[src/rtl/rock_pkg.sv]
// Shared definitions for the rocker cry-stress input stage.
// Default widths/thresholds, sample/level types and the hysteresis state encoding.
// No ports; imported by stress_detector.
package rock_pkg;

   localparam int DATA_W_DEF   = 8;
   localparam int THR_HI_DEF   = 160;
   localparam int THR_LO_DEF   = 96;
   localparam int HOLD_WIN_DEF = 12;

   typedef logic [DATA_W_DEF-1:0] sample_t;
   typedef logic [DATA_W_DEF-1:0] level_t;

   typedef enum logic {
      CALM     = 1'b0,
      STRESSED = 1'b1
   } hyst_state_e;

endpackage

[src/rtl/sync_edge.sv]
// Two-flop synchroniser for an asynchronous 1-bit strobe plus rising-edge detector.
// Ports: clk, reset (async active-high), d_i (async input), rise_o (1-clk pulse on
// synchronised rising edge, two clocks after d_i is first sampled high).
module sync_edge (
   input  logic clk,
   input  logic reset,
   input  logic d_i,
   output logic rise_o
);

   logic meta_q;
   logic sync_q;
   logic prev_q;

   always_ff @(posedge clk or posedge reset) begin
      if (reset) begin
         meta_q <= 1'b0;
         sync_q <= 1'b0;
         prev_q <= 1'b0;
      end else begin
         meta_q <= d_i;
         sync_q <= meta_q;
         prev_q <= sync_q;
      end
   end

   assign rise_o = sync_q & ~prev_q;

endmodule

[src/rtl/stress_detector.sv]
// Cry-stress input stage: window-averages DSP samples, applies hysteresis, tracks
// stress continuity and watches for a stalled DSP (sticky error).
// Ports: clk, reset (async active-high), tick, dsp_data, dsp_ready (async strobe),
// level, level_valid, stress_low, stress_continu, error.
module stress_detector
   import rock_pkg::*;
#(
   parameter int DATA_W   = DATA_W_DEF,
   parameter int WIN_LOG2 = 4,
   parameter int THR_HI   = THR_HI_DEF,
   parameter int THR_LO   = THR_LO_DEF,
   parameter int HOLD_WIN = HOLD_WIN_DEF,
   parameter int TIMEOUT  = 64
) (
   input  logic              clk,
   input  logic              reset,
   input  logic              tick,
   input  logic [DATA_W-1:0] dsp_data,
   input  logic              dsp_ready,
   output logic [DATA_W-1:0] level,
   output logic              level_valid,
   output logic              stress_low,
   output logic              stress_continu,
   output logic              error
);

   localparam int ACC_W = DATA_W + WIN_LOG2;
   localparam int HW_W  = $clog2(HOLD_WIN + 1);
   localparam int WD_W  = $clog2(TIMEOUT + 1);

   localparam logic [DATA_W-1:0] THR_HI_L  = DATA_W'(THR_HI);
   localparam logic [DATA_W-1:0] THR_LO_L  = DATA_W'(THR_LO);
   localparam logic [HW_W-1:0]   HOLD_L    = HW_W'(HOLD_WIN);
   localparam logic [WD_W-1:0]   TIMEOUT_L = WD_W'(TIMEOUT);

   generate
      if (THR_LO >= THR_HI || WIN_LOG2 < 1 || HOLD_WIN < 1 || TIMEOUT < 1) begin : g_param_chk
         $error("stress_detector: illegal parameter combination");
      end
   endgenerate

   // ---------------------------------------------------------------- acceptance
   logic accept;

   sync_edge u_sync_edge (
      .clk    (clk),
      .reset  (reset),
      .d_i    (dsp_ready),
      .rise_o (accept)
   );

   // --------------------------------------------------------------- accumulator
   // The sample is registered on the accept clock and folded into the window on
   // the following clock, so the window result lands one clock after capture.
   logic [DATA_W-1:0]   samp_q;
   logic                samp_vld_q;
   logic [ACC_W-1:0]    acc_q;
   logic [WIN_LOG2-1:0] cnt_q;
   logic [DATA_W-1:0]   level_q;
   logic                level_valid_q;
   logic [ACC_W-1:0]    sum;

   assign sum = acc_q + ACC_W'(samp_q);

   always_ff @(posedge clk or posedge reset) begin
      if (reset) begin
         samp_q        <= '0;
         samp_vld_q    <= 1'b0;
         acc_q         <= '0;
         cnt_q         <= '0;
         level_q       <= '0;
         level_valid_q <= 1'b0;
      end else begin
         samp_vld_q    <= accept;
         level_valid_q <= 1'b0;
         if (accept) begin
            samp_q <= dsp_data;
         end
         if (samp_vld_q) begin
            if (cnt_q == {WIN_LOG2{1'b1}}) begin
               // Truncating divide by the window size.
               level_q       <= sum[ACC_W-1:WIN_LOG2];
               level_valid_q <= 1'b1;
               acc_q         <= '0;
               cnt_q         <= '0;
            end else begin
               acc_q <= sum;
               cnt_q <= cnt_q + 1'b1;
            end
         end
      end
   end

   // --------------------------------------------------- hysteresis + continuity
   hyst_state_e       state_q, state_d;
   logic [HW_W-1:0]   win_cnt_q, win_cnt_d;

   always_ff @(posedge clk or posedge reset) begin
      if (reset) begin
         state_q   <= CALM;
         win_cnt_q <= '0;
      end else begin
         state_q   <= state_d;
         win_cnt_q <= win_cnt_d;
      end
   end

   always_comb begin
      state_d   = state_q;
      win_cnt_d = win_cnt_q;
      if (level_valid_q) begin
         if (level_q >= THR_HI_L) begin
            state_d = STRESSED;
         end else if (level_q <= THR_LO_L) begin
            state_d = CALM;
         end
         // Continuity follows the state the window ends in, not the raw level.
         if (state_d == STRESSED) begin
            if (win_cnt_q != HOLD_L) begin
               win_cnt_d = win_cnt_q + HW_W'(1);
            end
         end else begin
            win_cnt_d = '0;
         end
      end
   end

   // ------------------------------------------------------------------ watchdog
   logic [WD_W-1:0] wd_q;
   logic            error_q;

   always_ff @(posedge clk or posedge reset) begin
      if (reset) begin
         wd_q    <= '0;
         error_q <= 1'b0;
      end else begin
         if (accept) begin
            wd_q <= '0;               // accept beats a coincident tick
         end else if (tick && !error_q) begin
            wd_q <= wd_q + WD_W'(1);
            if (wd_q == TIMEOUT_L - WD_W'(1)) begin
               error_q <= 1'b1;
            end
         end
      end
   end

   // ------------------------------------------------------------------- outputs
   assign level          = level_q;
   assign level_valid    = level_valid_q;
   assign stress_low     = (state_q == CALM);
   assign stress_continu = (win_cnt_q == HOLD_L);
   assign error          = error_q;

endmodule

[config.mk]
export PLATFORM = sky130hd
export DESIGN_NAME = stress_detector
export DESIGN_NICKNAME = d
export VERILOG_FILES = /design/src/rtl/rock_pkg.sv /design/src/rtl/sync_edge.sv /design/src/rtl/stress_detector.sv
export SDC_FILE = /design/constraint.sdc
export NUM_CORES = 1
export LEC_CHECK = 0
export ABC_AREA = 1
export CAP_MARGIN = 10
export CELL_PAD_IN_SITES_DETAIL_PLACEMENT = 0
export CELL_PAD_IN_SITES_GLOBAL_PLACEMENT = 1
export CORE_ASPECT_RATIO = 0.9
export CORE_MARGIN = 3
export CORE_UTILIZATION = 42
export DETAILED_ROUTE_END_ITERATION = 8
export DONT_BUFFER_PORTS = 1
export PLACE_DENSITY_LB_ADDON = 0.1
export RECOVER_POWER = 25
export SLEW_MARGIN = 10
export SYNTH_ARGS = -nofsm -noshare
export SYNTH_HDL_FRONTEND = slang
export SYNTH_SLANG_ARGS = --single-unit
[constraint.sdc]
create_clock -name clk -period 5.5 [get_ports clk]
set_clock_uncertainty 0.1 [all_clocks]
set_input_delay 0.55 -clock clk [delete_from_list [all_inputs] [get_ports clk]]
set_output_delay 0.55 -clock clk [all_outputs]
set_load 0.005 [all_outputs]
==> flow_metrics.py, run 1 <==
metrics = {
    "cts": {
        "clock-sinks": 50,
        "cts_max_level": 2,
        "cts_buffers": 5,
        "cts_tree": "done",
        "post-cts-setup-buffer-count": 0,
        "cts_hold_buffers": 0,
        "cts_root_buf": "clkbuf_8",
        "clk_path_buf_depth": 2,
        "cts_resized": 0,
        "clk_pin_slew_ns": 0.10,
        "insertion_delay_ns": 0.31,
    },
    "status": {
        "status": "finished, violations left",
        "violations": "capacitance limit, slew limit",
    },
    "sta": {
        "finalCritPeriodShare": 0.355,
        "finalSetupViolations": 0,
        "grt_setup_unrepaired": "false",
        "relSlewSlack": -0.519,
        "fmax_mhz": 512,
        "setup_tns_ns": 0,
        "fin_crit_ns": 1.95,
        "tightest_slew_ns": 2.27,
        "hold_viol": 0,
        "drv_slew": 51,
    },
    "min_path": {
        "hold_path_depth": 0,
        "min_path_type": "input pin to flip-flop",
    },
    "logic_synthesis": {
        "syn_avg_cell_area_sq_um": 7.92,
        "yosysSeqAreaShare": 0.480,
        "ys_ff_latch": 50,
        "syn_area_sq_um": 2610,
        "synth_edf_count": 0,
        "yosysUniqueCellTypes": 29,
        "synth-async-reset-ratio": 1.00,
        "syn_nets": 354,
        "ys.flop_type": "dfrtp_1",
        "synthCells": 329,
        "yosys_warnings": 0,
    },
    "layout": {
        "area_growth_pct": 7.49,
        "seqCellArea_sq_um": 1250,
        "num_antenna_cells": 0,
        "final_layout_size_suffix_gt1_frac": 0.0569,
        "nFillCells": 597,
        "multi_input_area_sq_um": 1190,
        "stdcell_area_sq_um": 2800,
        "nets": 358,
    },
    "critical_path": {
        "required_ns": 5.61,
        "crit_fanout": 3,
        "cp.arrival_ns": 2.06,
        "rr_worst_depth": 10,
        "cp-start-kind": "flip-flop",
        "worstSetupEndpointType": "flip-flop",
        "crit_type": "flip-flop to flip-flop",
    },
    "power": {
        "pwr-share-clk": 0.240,
        "combPwrFrac": 0.318,
        "power_density_nw_per_um2": 417,
        "seq_power_share": 0.443,
        "ir_drop_v": 0.000174,
        "p_sw_uw": 431,
        "p_leak_nw": 1.54,
        "netSwitchingFraction": 0.369,
        "p_int_uw": 737,
    },
    "routing": {
        "drc": 0,
        "drtIter0Drc": 107,
        "ant_nets": 0,
        "wirelength_mm": 5.59,
        "vias": 2024,
        "post_drt_wl_per_cell_microns": 13.8,
        "viasPerCell": 5.01,
        "first_pass_iters": 4,
    },
    "die": {
        "start_util": 0.445,
        "io_pins": 24,
        "dieArea_sq_um": 7190,
        "die_h_microns": 80.7,
        "rows": 26,
        "die_w_microns": 89.0,
        "core_sq_um": 5860,
    },
    "flow_run": {
        "cap_viol_max_count": 1,
    },
    "global_route": {
        "grt_first_pass_wirelength_mm": 9.72,
        "overflow": 0,
        "grt_max_degree": 51,
        "antenna_found_initial": 0,
        "first_global_vias": 2010,
        "grt_usage": 0.177,
    },
    "placement": {
        "place_congestion": 0.833,
        "dpl_cell_area_sq_um": 2680,
        "port_buffers": 0,
        "dp_hpwl_mm": 3.98,
    },
}
synth_stat cells, types with 2 or more instances:
master	count	area, sq um
buf_2	3	15.0
a21oi_1	6	30.0
nand3_2	2	20.0
a22o_1	2	17.5
dfrtp_1	50	1250
xor2_1	4	35.0
nand2_2	3	18.8
nand3b_1	5	37.5
inv_2	2	7.51
o21ai_0	7	35.0
nand2_1	121	454
nand4_1	4	25.0
ha_1	12	150
inv_1	36	135
nor2_1	21	78.8
nand3_1	38	190
sequential cells by signal, summed over array words and instances (netlist names):
| register | count |
|---|---|
| level_valid | 1 |
| u_sync_edge.prev_q | 1 |
| error | 1 |
| cnt_q | 4 |
| state_q | 1 |
| samp_q | 8 |
| u_sync_edge.meta_q | 1 |
| u_sync_edge.sync_q | 1 |
| wd_q | 7 |
| level | 8 |
| acc_q | 12 |
| win_cnt_q | 4 |
| samp_vld_q | 1 |
metal layers:
| metal | track usage | wire, microns | vias up |
|---|---|---|---|
| li1 | - | - | 1058 |
| met1 | 0.254 | 2780 | 936 |
| met2 | 0.269 | 2530 | 25 |
| met3 | 0.0345 | 211 | 5 |
| met4 | 0.0595 | 61 | 0 |
| met5 | 0 | 0 | - |
power by group through the flow:
stage	registers, mW	logic (mW)	clock network, mW
finish	0.517	0.371	0.280
floorplan	0.503	0.304	0
global placement	0.521	0.374	0
detailed placement	0.523	0.372	0
CTS	0.517	0.374	0.289
global route	0.530	0.434	0.308
cell type report:
class / instances / area share
well taps: 70 / 0.0313
clock buffers: 6 / 0.0295
multi-input cells: 237 / 0.426
clock inverters: 2 / 0.0138
repair buffers: 1 / 0.00134
inverters: 38 / 0.0514
flip-flops and latches: 50 / 0.447
placed cells by master, fill, tap and decap left out, types with 2 or more instances in the layout:
cell / n
nor2_1: 21
nand3_2: 2
nand2_1: 121
nand2_2: 3
nand3_1: 38
a21oi_1: 6
a22o_1: 2
inv_1: 35
o21ai_0: 7
inv_2: 2
ha_1: 12
dfrtp_1: 50
nand4_1: 4
nand3b_1: 5
clkbuf_8: 6
xor2_1: 4
worst max-delay path, cell delays in order, from the launching register on:
cell	delay, ns
dfrtp_1	0.39
ha_1	0.24
fa_1	0.42
nand2_1	0.11
nor2_1	0.04
nor2_1	0.15
inv_1	0.08
nand2_1	0.08
nand3b_1	0.09
nand3_1	0.11
nand2_1	0.05
cell families after synthesis:
| kind of cell | count (synthesis) | synth area share |
|---|---|---|
| XOR/XNOR | 5 | 0.0168 |
| adder cells (fa/ha/maj) | 13 | 0.0653 |
| AO/OA/AOI/OAI | 20 | 0.0461 |
| flip-flops | 50 | 0.480 |
| buffers and inverters | 42 | 0.0619 |
| AND/OR/NAND/NOR | 199 | 0.330 |
worst paths after layout:
check,startpoint,end,slack (ns)
worst min register to register,u_sync_edge.meta_q$_DFF_PP0_,u_sync_edge.sync_q$_DFF_PP0_,0.25
min in group asynchronous,reset,samp_q[6]$_DFFE_PP0P_,0.61
worst max register to register,samp_q[0]$_DFFE_PP0P_,level[2]$_DFFE_PP0P_,3.55
worst max-delay path,samp_q[0]$_DFFE_PP0P_,level[2]$_DFFE_PP0P_,3.55
max in group asynchronous,reset,acc_q[9]$_DFFE_PP0P_,3.65
worst min-delay path,dsp_ready,u_sync_edge.meta_q$_DFF_PP0_,0.16
stage by stage:
| step | util | total power [mW] | hold WS, ns | setup WS (ns) | std cells |
|---|---|---|---|---|---|
| finish | 0.478 | 1.17 | 0.164 | 3.55 | 404 |
| global route | 0.478 | 1.27 | 0.141 | 3.22 | 404 |
| CTS | 0.479 | 1.18 | 0.153 | 3.54 | 404 |
| detailed placement | 0.458 | 0.895 | 0.236 | 3.55 | 396 |
| global placement | 0.458 | 0.895 | 0.233 | 3.59 | 396 |
| floorplan | - | 0.807 | 0.231 | 3.65 | 329 |
No activity file was read; power rests on OpenSTA's default activity.
==> inputs of run 2 (changes only) <==
Clock period 5.5 ns to 2 ns, I/O delays scaled along.
==> flow_metrics.py, run 2 (synthesis results as in run 1) <==
metrics = {
    "status": {
        "status": "finished clean",
    },
    "min_path": {
        "worstHoldStart": "tick",
        "min_to": "wd_q[0]$_DFFE_PP0P_",
        "min_path_type": "input pin to flip-flop",
        "hold_path_depth": 3,
    },
    "cts": {
        "insertion_delay_ns": 0.31,
        "clk_pin_slew_ns": 0.10,
        "clk_path_buf_depth": 2,
        "cts_tree": "done",
        "cts_max_level": 2,
        "clock-sinks": 50,
        "cts_buffers": 5,
        "cts_root_buf": "clkbuf_8",
    },
    "die": {
        "dieArea_sq_um": 7190,
        "core_sq_um": 5860,
        "start_util": 0.445,
        "io_pins": 24,
        "rows": 26,
        "die_w_microns": 89.0,
        "die_h_microns": 80.7,
    },
    "placement": {
        "dp_hpwl_mm": 4.04,
        "port_buffers": 0,
        "place_congestion": 0.805,
        "dpl_cell_area_sq_um": 2710,
        "place_ws_ns": 0.0410,
    },
    "layout": {
        "num_antenna_cells": 0,
        "area_growth_pct": 13.7,
        "nets": 372,
        "nFillCells": 572,
        "stdcell_area_sq_um": 2960,
        "regMostFlops": "acc_q",
        "largest_reg_flops": 12,
        "most-common-layout-cells": "119 x nand2_1, 50 x dfrtp_1, 38 x nand3_1, 36 x inv_1, 21 x nor2_1",
        "layout_commonest_cell": "nand2_1",
        "final_layout_size_suffix_gt1_frac": 0.0747,
    },
    "power": {
        "ir_drop_v": 0.000483,
        "power_density_nw_per_um2": 1100,
        "p_leak_nw": 1.61,
    },
    "global_route": {
        "antenna_found_initial": 0,
        "grt.busiest_layer": "met2",
        "grt_usage": 0.171,
        "first_global_vias": 2066,
        "grt_first_pass_wirelength_mm": 9.53,
        "grt_use_met3": 0.0375,
        "grt_use_met2": 0.269,
        "overflow": 0,
        "grt_max_degree": 27,
        "grtUsageMet1": 0.244,
    },
    "sta": {
        "finalCritPeriodShare": 0.948,
        "tightest_slew_ns": 1.00,
        "relSlewSlack": 0.333,
        "setup_ws_ns": 0.105,
        "drv_slew": 0,
        "fin_crit_ns": 1.90,
        "fmax_mhz": 528,
        "hold_viol": 0,
        "finalSetupViolations": 0,
        "whs_ns": 0.0976,
    },
    "critical_path": {
        "worstSetupEndpointType": "flip-flop",
        "cp_num_cells": 10,
        "crit_fanout": 3,
        "rr_endpoint": "acc_q[8]$_DFFE_PP0P_",
        "rr_worst_depth": 10,
        "cp-start-kind": "flip-flop",
        "cp.arrival_ns": 2.00,
        "required_ns": 2.10,
        "cpPeakStageDelay_ns": 0.42,
        "cp_cell_sequence": "ha_4, fa_2, nand2_2, nor2_1, nor2_1, inv_1, nand2_1, nand3b_1, nand3_1, nand2_1",
        "regToRegSetupSlack_ns": 0.10,
        "regToRegStartpoint": "samp_q[0]$_DFFE_PP0P_",
        "crit_type": "flip-flop to flip-flop",
        "worst-path-buf-inv": 1,
        "worst_path_max_delay_cell": "dfrtp_1",
        "critPathTopFamily": "simple AND/OR/NAND/NOR gates",
    },
    "routing": {
        "wirelength_mm": 5.51,
        "first_pass_iters": 4,
        "viasPerCell": 4.98,
        "drtIter0Drc": 96,
        "vias": 2082,
        "ant_nets": 0,
        "drc": 0,
        "post_drt_wl_per_cell_microns": 13.2,
    },
    "flow_run": {
        "cap_viol_max_count": 0,
    },
}
run 2: cell count changes in the layout (fill, tap and decap cells not counted), sizes merged:
| cell | change |
|---|---|
| inv | +1 |
| clkinvlp | -1 |
| dlygate4sd3 | +10 |
| buf | +4 |
run 2: worst max-delay path by stage:
| stage | startpoint | to | slack, ns |
|---|---|---|---|
| after floorplan | samp_q[0]$_DFFE_PP0P_ | acc_q[6]$_DFFE_PP0P_ | 0.21 |
| after global placement | samp_q[0]$_DFFE_PP0P_ | acc_q[6]$_DFFE_PP0P_ | 0.09 |
| after detailed placement | samp_q[0]$_DFFE_PP0P_ | acc_q[6]$_DFFE_PP0P_ | 0.04 |
| after CTS | samp_q[0]$_DFFE_PP0P_ | acc_q[6]$_DFFE_PP0P_ | 0.03 |
| after global routing | samp_q[0]$_DFFE_PP0P_ | acc_q[6]$_DFFE_PP0P_ | -0.006 |
| final | samp_q[0]$_DFFE_PP0P_ | acc_q[8]$_DFFE_PP0P_ | 0.10 |
run 2: metrics by stage:
stage	total power, mW	std cells	utilization	TNS, ns
floorplan	2.22	329	-	0
global placement	2.46	398	0.463	0
detailed placement	2.47	398	0.463	0
CTS	3.26	416	0.501	0
global route	3.55	418	0.506	-0.00935
finish	3.26	418	0.506	0
run 2: timing repair:
item                       CTS  global route
hold buffers                10             0
setup endpoints to repair    0             5
setup buffers                0             2
hold endpoints to repair    33             0
gates resized for setup      0             5
run 2: area by class of cell:
| cell class | count | area (sq um) | share of cell area |
|---|---|---|---|
| timing repair buffer | 15 | 146 | 0.0494 |
| clock buffer | 6 | 82.6 | 0.0279 |
| multi-input combinational | 237 | 1210 | 0.410 |
| clock inverter | 2 | 38.8 | 0.0131 |
| tap | 70 | 87.6 | 0.0296 |
| sequential | 50 | 1250 | 0.422 |
| inverter | 38 | 143 | 0.0481 |
run 2: routing by layer:
metal  wire length (microns)  vias up
li1                        -     1083
met2                    2430       24
met3                     176        9
met5                       0        -
met4                      71        0
met1                    2840      966
run 2: worst reg2reg max path, cell delays in order, from the launching register on:
cell and delay [ns]:
dfrtp_1 0.42, ha_4 0.18, fa_2 0.38, nand2_2 0.09, nor2_1 0.04, nor2_1 0.16, inv_1 0.09, nand2_1 0.09
nand3b_1 0.10, nand3_1 0.09, nand2_1 0.05
run 2: power by group:
| group | total, mW | switching [mW] | internal, mW |
|---|---|---|---|
| logic | 1.07 | 0.641 | 0.434 |
| clock network | 0.761 | 0.349 | 0.412 |
| registers | 1.42 | 0.203 | 1.22 |
| total | 3.26 | 1.19 | 2.06 |
==> inputs of run 3 (changes only) <==
Settings changed: CORE_ASPECT_RATIO 0.9 to unset.
Clock period 2 ns to 2.4 ns, I/O delays scaled along.
==> flow_metrics.py, run 3 (synthesis results as in run 1) <==
metrics = {
    "cts": {
        "cts_root_buf": "clkbuf_8",
        "clock-sinks": 50,
        "cts_buffers": 5,
        "post-cts-setup-buffer-count": 0,
        "insertion_delay_ns": 0.31,
        "cts_max_level": 2,
        "clk_path_buf_depth": 2,
        "cts_tree": "done",
        "clk_pin_slew_ns": 0.10,
    },
    "global_route": {
        "grt_first_pass_wirelength_mm": 9.63,
        "antenna_found_initial": 0,
        "first_global_vias": 2058,
        "grt_usage": 0.167,
        "grt_max_degree": 22,
        "overflow": 0,
    },
    "sta": {
        "setup_ws_ns": 0.434,
        "tightest_slew_ns": 0.945,
        "relSlewSlack": 0.370,
        "finalSetupViolations": 0,
        "grt_setup_unrepaired": "false",
        "setup_tns_ns": 0,
        "hold_viol": 0,
        "fmax_mhz": 509,
        "fin_crit_ns": 1.97,
        "finalCritPeriodShare": 0.819,
        "drv_slew": 0,
    },
    "power": {
        "p_sw_uw": 985,
        "p_total_mw": 2.68,
        "pwr-share-clk": 0.240,
        "combPwrFrac": 0.320,
        "power_density_nw_per_um2": 920,
        "p_int_mw": 1.70,
        "ir_drop_v": 0.000443,
        "seq_power_share": 0.440,
        "p_leak_nw": 1.60,
        "netSwitchingFraction": 0.367,
    },
    "routing": {
        "post_drt_wl_per_cell_microns": 13.0,
        "vias": 2083,
        "drtIter0Drc": 70,
        "first_pass_iters": 4,
        "ant_nets": 0,
        "wirelength_mm": 5.47,
        "drc": 0,
        "viasPerCell": 4.95,
    },
    "critical_path": {
        "worst_path_max_delay_cell": "fa_1",
        "cp_cell_sequence": "ha_1, fa_1, nand2_1, nor2_1, nor2_1, inv_1, nand2_1, nand3b_1, nand3_1, nand2_1",
        "critPathTopFamily": "adder cells",
        "crit_top_cell": "nand2_1",
        "cpPeakStageDelay_ns": 0.42,
        "cp-start-kind": "flip-flop",
        "worst-path-buf-inv": 1,
        "worstSetupEndpointType": "flip-flop",
        "cp.arrival_ns": 2.07,
        "crit_fanout": 3,
        "crit_type": "flip-flop to flip-flop",
        "required_ns": 2.51,
    },
    "die": {
        "dieArea_sq_um": 7190,
        "io_pins": 24,
        "start_util": 0.438,
        "core_sq_um": 5960,
        "die_h_microns": 84.8,
        "rows": 28,
        "die_w_microns": 84.8,
    },
    "placement": {
        "place_ws_ns": 0.443,
        "place_congestion": 0.792,
        "port_buffers": 0,
        "dp_hpwl_mm": 4.02,
        "dp.cells": 403,
    },
    "layout": {
        "area_growth_pct": 12.0,
        "fin_cells": 421,
        "most-common-layout-cells": "121 x nand2_1, 50 x dfrtp_1, 38 x nand3_1, 36 x inv_1, 21 x nor2_1",
        "nFillCells": 595,
        "layout_commonest_cell": "nand2_1",
        "largest_reg_flops": 12,
        "post-route-util": 0.490,
        "seqCellArea_sq_um": 1250,
        "multi_input_area_sq_um": 1190,
        "nets": 370,
        "final_layout_size_suffix_gt1_frac": 0.0549,
        "regMostFlops": "acc_q",
        "num_antenna_cells": 0,
    },
    "min_path": {
        "min_path_type": "input pin to flip-flop",
    },
    "status": {
        "status": "finished clean",
    },
    "flow_run": {
        "cap_viol_max_count": 0,
    },
}
-- run 3: cell count changes in the layout (fill, tap and decap cells not counted) --
cell      delta
ha_1         +1
nand2_1      +2
clkbuf_1     +1
fa_1         +1
nand2_2      -2
fa_2         -1
ha_4         -1
buf_4        -2
buf_12       -1
-- run 3: final cells by class --
class | instances | share of cell area
clock inverters | 2 | 0.0133
repair buffers | 13 | 0.0395
flip-flops and latches | 50 | 0.429
multi-input cells | 237 | 0.409
clock buffers | 6 | 0.0283
well taps | 75 | 0.0322
inverters | 38 | 0.0489
-- run 3: final timing paths --
check | to | cells past startpoint | slack, ns | from
hold / removal | wd_q[0]$_DFFE_PP0P_ | 3 | 0.14 | tick
hold reg to reg | u_sync_edge.sync_q$_DFF_PP0_ | 0 | 0.26 | u_sync_edge.meta_q$_DFF_PP0_
setup reg to reg | level[2]$_DFFE_PP0P_ | 10 | 0.43 | samp_q[0]$_DFFE_PP0P_
max in group asynchronous | level[7]$_DFFE_PP0P_ | 3 | 0.70 | reset
min in group asynchronous | wd_q[3]$_DFFE_PP0P_ | 2 | 0.29 | reset
setup / recovery | level[2]$_DFFE_PP0P_ | 10 | 0.43 | samp_q[0]$_DFFE_PP0P_
-- run 3: what timing repair did --
item / CTS / global route
hold buffers: 10 / 0
hold endpoints to repair: 20 / 0
gates resized for setup: 0 / 0
-- run 3: worst reg2reg max path, stage by stage, from the launching register on --
cell and delay, ns:
dfrtp_1 0.39, ha_1 0.24, fa_1 0.42, nand2_1 0.11, nor2_1 0.05, nor2_1 0.14
inv_1 0.08, nand2_1 0.08, nand3b_1 0.10, nand3_1 0.11, nand2_1 0.05
-- run 3: through the flow --
step,hold WS (ns),instance area (sq um)
finish,0.136,2920
global route,0.164,2920
CTS,0.131,2930
detailed placement,-0.0155,2700
global placement,-0.0169,2700
floorplan,0.171,2610
-- run 3: routing by layer --
layer  part of all wire  up-vias  routed length, microns  track usage
met4              0.012        0                      63       0.0432
li1                   -     1083                       -            -
met3              0.036        6                     195       0.0393
met2               0.44       35                    2410        0.265
met1               0.51      959                    2800        0.232
met5                  0        -                       0            0
-- run 3: power groups by stage --
stage / clock, mW / sequential, mW / combinational (mW)
2_1_floorplan: 0 / 1.15 / 0.697
5_1_grt: 0.682 / 1.21 / 1.01
4_1_cts: 0.659 / 1.18 / 0.870
3_5_place_dp: 0 / 1.20 / 0.850
3_3_place_gp: 0 / 1.20 / 0.851
6_report: 0.644 / 1.18 / 0.859
